## src/rtl/rgb_pwm_encoder_if.sv

```systemverilog
// Control and pin bundle for rgb_pwm_encoder.
// The master drives run/load/duties; the slave (encoder) drives the PWM pins and status.
interface rgb_pwm_encoder_if #(
    parameter int unsigned CNT_W = 8
);
    logic             en;
    logic             load;
    logic [CNT_W-1:0] r_duty;
    logic [CNT_W-1:0] g_duty;
    logic [CNT_W-1:0] b_duty;
    logic             pwm_r;
    logic             pwm_g;
    logic             pwm_b;
    logic             period_start;
    logic             pending;
    logic             busy;

    modport master (
        output en, load, r_duty, g_duty, b_duty,
        input  pwm_r, pwm_g, pwm_b, period_start, pending, busy
    );

    modport slave (
        input  en, load, r_duty, g_duty, b_duty,
        output pwm_r, pwm_g, pwm_b, period_start, pending, busy
    );
endinterface

```

## src/rtl/rgb_pwm_encoder.sv

```systemverilog
// Three-channel PWM encoder with double-buffered duties that switch only at period boundaries.
// Define PWM_ACTIVE_LOW_EN for common-anode LEDs (pins inverted, inactive/reset level 1).
module rgb_pwm_encoder #(
    parameter int unsigned CNT_W  = 8,
    parameter int unsigned PERIOD = 255
) (
    input logic              clk_div,
    input logic              rst,
    rgb_pwm_encoder_if.slave bus
);

`ifdef PWM_ACTIVE_LOW_EN
    localparam logic PwmOn  = 1'b0;
    localparam logic PwmOff = 1'b1;
`else
    localparam logic PwmOn  = 1'b1;
    localparam logic PwmOff = 1'b0;
`endif

    localparam logic [CNT_W-1:0] CntLast = CNT_W'(PERIOD - 1);

    typedef enum logic [1:0] {StIdle, StRun, StDrain} state_e;

    state_e                      state_q, state_d;
    logic [CNT_W-1:0]            cnt_q, cnt_d;
    logic [2:0][CNT_W-1:0]       staged_q, staged_d;
    logic [2:0][CNT_W-1:0]       shadow_q, shadow_d;
    logic                        pending_q, pending_d;
    logic [2:0]                  pwm_q, pwm_d;
    logic                        period_start_q, period_start_d;
    logic [2:0][CNT_W-1:0]       duty_in;
    logic                        wrap;
    logic                        start;

    assign duty_in = {bus.b_duty, bus.g_duty, bus.r_duty};
    assign wrap    = (state_q != StIdle) && (cnt_q == CntLast);
    assign start   = (state_q == StIdle) && bus.en;

    always_comb begin
        state_d        = state_q;
        cnt_d          = cnt_q;
        staged_d       = staged_q;
        shadow_d       = shadow_q;
        pending_d      = pending_q;
        pwm_d          = {3{PwmOff}};
        period_start_d = 1'b0;

        unique case (state_q)
            StIdle: begin
                cnt_d = '0;
                if (bus.en) state_d = StRun;
            end
            StRun: begin
                cnt_d = wrap ? '0 : cnt_q + CNT_W'(1);
                if (!bus.en) state_d = StDrain;
            end
            StDrain: begin
                cnt_d = wrap ? '0 : cnt_q + CNT_W'(1);
                // A re-raised en wins over finishing the drain; cnt keeps counting.
                if (bus.en) state_d = StRun;
                else if (wrap) state_d = StIdle;
            end
            default: begin
                state_d = StIdle;
                cnt_d   = '0;
            end
        endcase

        if (bus.load) begin
            staged_d  = duty_in;
            pending_d = 1'b1;
        end

        // Shadow update points: start of a run and every period wrap.
        // A coincident load bypasses staging so it is not deferred a full period.
        if (start || wrap) begin
            if (bus.load) shadow_d = duty_in;
            else if (start || pending_q) shadow_d = staged_q;
            pending_d = 1'b0;
        end

        if (state_q != StIdle) begin
            for (int i = 0; i < 3; i++) begin
                pwm_d[i] = (cnt_q < shadow_q[i]) ? PwmOn : PwmOff;
            end
            period_start_d = (cnt_q == '0);
        end
    end

    always_ff @(posedge clk_div or posedge rst) begin
        if (rst) begin
            state_q        <= StIdle;
            cnt_q          <= '0;
            staged_q       <= '0;
            shadow_q       <= '0;
            pending_q      <= 1'b0;
            pwm_q          <= {3{PwmOff}};
            period_start_q <= 1'b0;
        end else begin
            state_q        <= state_d;
            cnt_q          <= cnt_d;
            staged_q       <= staged_d;
            shadow_q       <= shadow_d;
            pending_q      <= pending_d;
            pwm_q          <= pwm_d;
            period_start_q <= period_start_d;
        end
    end

    assign bus.pwm_r        = pwm_q[0];
    assign bus.pwm_g        = pwm_q[1];
    assign bus.pwm_b        = pwm_q[2];
    assign bus.period_start = period_start_q;
    assign bus.pending      = pending_q;
    assign bus.busy         = (state_q != StIdle);

endmodule
```

## src/flat_wrapper.sv

```systemverilog
// flat-port wrapper written by rule: the top's interface ports become plain ports
module rgb_pwm_encoder_flat 
#(
    parameter int unsigned CNT_W  = 8,
    parameter int unsigned PERIOD = 255
)
  (clk_div, rst, bus_en, bus_load, bus_r_duty, bus_g_duty, bus_b_duty, bus_pwm_r, bus_pwm_g, bus_pwm_b, bus_period_start, bus_pending, bus_busy);
  rgb_pwm_encoder_if #(.CNT_W(CNT_W)) bus_i ();
  input logic clk_div;
  input logic rst;
  input wire logic [$bits(bus_i.en)-1:0] bus_en;
  input wire logic [$bits(bus_i.load)-1:0] bus_load;
  input wire logic [$bits(bus_i.r_duty)-1:0] bus_r_duty;
  input wire logic [$bits(bus_i.g_duty)-1:0] bus_g_duty;
  input wire logic [$bits(bus_i.b_duty)-1:0] bus_b_duty;
  output wire logic [$bits(bus_i.pwm_r)-1:0] bus_pwm_r;
  output wire logic [$bits(bus_i.pwm_g)-1:0] bus_pwm_g;
  output wire logic [$bits(bus_i.pwm_b)-1:0] bus_pwm_b;
  output wire logic [$bits(bus_i.period_start)-1:0] bus_period_start;
  output wire logic [$bits(bus_i.pending)-1:0] bus_pending;
  output wire logic [$bits(bus_i.busy)-1:0] bus_busy;
  assign bus_i.en = bus_en;
  assign bus_i.load = bus_load;
  assign bus_i.r_duty = bus_r_duty;
  assign bus_i.g_duty = bus_g_duty;
  assign bus_i.b_duty = bus_b_duty;
  assign bus_pwm_r = bus_i.pwm_r;
  assign bus_pwm_g = bus_i.pwm_g;
  assign bus_pwm_b = bus_i.pwm_b;
  assign bus_period_start = bus_i.period_start;
  assign bus_pending = bus_i.pending;
  assign bus_busy = bus_i.busy;
  rgb_pwm_encoder #(.CNT_W(CNT_W), .PERIOD(PERIOD)) u_core (.clk_div(clk_div), .rst(rst), .bus(bus_i));
endmodule
```

## config.mk

```make
export PLATFORM = sky130hd
export DESIGN_NAME = rgb_pwm_encoder_flat
export DESIGN_NICKNAME = d
export VERILOG_FILES = /design/src/rtl/rgb_pwm_encoder_if.sv /design/src/rtl/rgb_pwm_encoder.sv /design/src/flat_wrapper.sv
export SDC_FILE = /design/constraint.sdc
export NUM_CORES = 1
export LEC_CHECK = 0
export CAP_MARGIN = 20
export CORE_MARGIN = 2
export CORE_UTILIZATION = 32
export DETAILED_ROUTE_END_ITERATION = 7
export PLACE_DENSITY = 0.46
export SYNTH_ARGS = -nofsm -noshare
export SYNTH_HDL_FRONTEND = slang
export SYNTH_SLANG_ARGS = --single-unit
```

## constraint.sdc

```tcl
create_clock -name clk_div -period 2.8 [get_ports clk_div]
set_input_delay 0.42 -clock clk_div [delete_from_list [all_inputs] [get_ports clk_div]]
set_output_delay 0.42 -clock clk_div [all_outputs]
set_load 0.05 [all_outputs]
```

==> results of run 1 <==
## worst max-delay path by stage
stage	endpoint	start	slack, ps	cells after the start
CTS	bus_busy	u_core.state_q[1]$_DFFE_PP0P_	240	4
floorplan	u_core.bus.pending$_DFFE_PP0P_	rst	810	1
detailed placement	u_core.shadow_q[14]$_DFFE_PP0P_	u_core.state_q[0]$_DFFE_PP0P_	510	6
global placement	u_core.shadow_q[12]$_DFFE_PP0P_	u_core.state_q[1]$_DFFE_PP0P_	580	6
global route	bus_busy	u_core.state_q[1]$_DFFE_PP0P_	150	4
finish	bus_busy	u_core.state_q[1]$_DFFE_PP0P_	280	4
## per-layer routing
metal  vias up  routed length, um
met5         -                  0
met4         0                 98
met3         9                239
met2        38               2810
met1       967               2940
li1        976                  -
## layout by cell type, fill, tap and decap left out, types with 3 or more instances in the layout
cell type,count
a2111oi_0,3
buf_4,4
nor3_1,3
nand3_1,3
ha_1,29
clkdlybuf4s50_1,33
dfrtp_1,63
inv_1,30
o21ai_0,7
a211oi_1,3
mux2_2,47
a21oi_1,4
a31oi_1,4
nand2_1,6
clkbuf_8,9
nor2_1,7
nor2b_1,3
## worst max-delay path, stage by stage, from the launching register on
cell and delay [ps]:
dfrtp_1 430, inv_1 100, ha_1 330, inv_1 100
clkdlybuf4s50_1 800
## through the flow
| step | hold WS, ps | area, um2 |
|---|---|---|
| after CTS | 421 | 3810 |
| after global routing | 494 | 3810 |
| after global placement | 476 | 3650 |
| after floorplan | 458 | 3140 |
| after detailed placement | 475 | 3650 |
| final | 414 | 3810 |
## final cells by class
| type | count | share of cell area, % |
|---|---|---|
| Timing Repair Buffer | 38 | 9.98 |
| Inverter | 31 | 3.05 |
| Tap cell | 133 | 4.36 |
| Clock inverter | 5 | 0.919 |
| Multi-Input combinational cell | 150 | 36.9 |
| Clock buffer | 11 | 3.45 |
| Sequential cell | 63 | 41.4 |
## state kept, by name, summed over array words and instances (netlist names)
name,flops
u_core.bus.pending,1
u_core.bus.period_start,1
u_core.cnt_q,8
u_core.pwm_q,3
u_core.shadow_q,24
u_core.staged_q,24
u_core.state_q,2
## power by group
group	total, mW	switching (mW)	internal, mW
Clock	0.687	0.366	0.321
Sequential	1.36	0.178	1.19
Combinational	1.20	0.627	0.575
## cell families after synthesis
group,after synthesis
xor gates and xnor gates,2
DFF,63
AOI/OAI and AO/OA,35
buffers and inverters,38
and+or+nand+nor,35
adders and majority gates,29
muxes,49
==> flow_summary.toml, run 1 <==
[run_status]
status = "complete, no violations"

[clock_tree]
clk_path_buf_depth = 2
post_cts_resized = 0
cts_made_buffers = 9
cts_setup_buffers = 0
cts_root_buf = "clkbuf_8"
insertion_delay_ps = 340
cts_tree = "yes"
clk_pin_slew_worst_paths_ps = 70
ctsHoldBuffers = 0
htree_levels = 3
cts.sinks = 63

[power_and_ir_drop]
p_leak_nw = 1.74
p_total_mw = 3.25
p_per_area_mw_per_mm2 = 853
vdd_drop_max_uv = 380

[critical_path]
regToRegSetupSlack_ps = 530
crit_fanout = 11
startpoint_type = "flip-flop"
r2r_start = "u_core.state_q[1]$_DFFE_PP0P_"
reg2reg_depth = 6
criticalPathCategory = "reg -> out"
cp_data_required_time_ps = 2380
setup.worst_path.end_class = "output port"
rr_endpoint = "u_core.shadow_q[12]$_DFFE_PP0P_"
worstPathArrival_ps = 2100

[yosys]
netlist_instances = 251
yosysSeqAreaShare_pct = 50.2
ys_types = 41
syn-cell-area_mm2 = 0.00314
synth_seq_cells = 63
yosys.area_share.simple_pct = 6.73
synthMostInstantiatedCell = "dfrtp_1"
yosys_warnings = 0
synth_top_area_share_pct = 50.2
synth_xor_area_share_pct = 0.557
ys_top_cells_by_count = "dfrtp_1, mux2_2, inv_1"
synthMuxAreaShare_pct = 17.6
async_flop_share_pct = 100
synthAdderAreaFrac_pct = 11.5
synth_compound_area_share_pct = 8.36
synthesis.nets = 308
synth_area_leaders = "dfrtp_1, mux2_2, ha_1, inv_1, o21ai_0"
synth_top_area_cell = "dfrtp_1"
synth_top_family_by_area = "multiplexers"
synthFlopType = "dfrtp_1"
synth_edf_count = 0
synth_area_per_cell_um2 = 12.5

[final_layout]
num_antenna_cells = 0
multiInputGateArea_mm2 = 0.00141
final_cells = 431
syn2layout_area_growth_pct = 21.3
fillers = 993
post-route-util_pct = 39.6
seqCellArea_mm2 = 0.00158
layout-drive-gt1-share_pct = 23.8
fin_nets = 350

[drt]
ant_nets = 0
vias_per_cell = 4.62
drc_errors = 0
vias = 1990
drt_iter0_markers = 32
wl_um = 6090
firstDrtPassIters = 4
wire_per_inst_um = 14.1

[floorplanning]
core_mm2 = 0.00964
fp.dieH_um = 103
pin_count = 34
rows = 36
initial_core_util_pct = 32.6
die-area_mm2 = 0.0106
die_w_um = 103

[grt]
grt-ovfl-total = 0
grt_use_met3_pct = 3.93
grt_util_met1_pct = 16.4
busiest_layer = "met2"
use_met2_pct = 20.9
grt_pass1_vias = 2137
grt_pass1_wl_um = 10400
track_usage_pct = 13.1
grt_max_degree = 43
antenna_found_initial = 0

[placed_design]
place_ws_ps = 510
gp_congestion = 0.783
dp_hpwl_um = 4260
numPortBuffers = 33
placed_cells = 415

[sta]
setup_violations = 0
fin_crit_sh_pct = 90.1
relSlewSlack_pct = 62.9
period_needed_ps = 2520
maxSlewViolCount = 0
tightest_slew_ps = 543
timing.fmax_mhz = 397
hold_viol = 0
fin_worst_skew_ps = 7.76
fin_setup_tns_ps = 0
worst_slack_ps = 278
rsz0062_at_grt = "false"

[job]
max-cap-violations = 0

[min_path]
hold_path.class = "in -> async"
Note: power is estimated with default switching activity, not from simulation.
==> inputs of run 2 (changes only) <==
- SLEW_MARGIN: default -> 40
==> results of run 2 <==
Final layout, timing and power as in run 1 (identical DEF).
==> inputs of run 3 (changes only) <==
- SLEW_MARGIN: 40 -> default
==> results of run 3 <==
Final layout, timing and power as in run 1 (identical DEF).
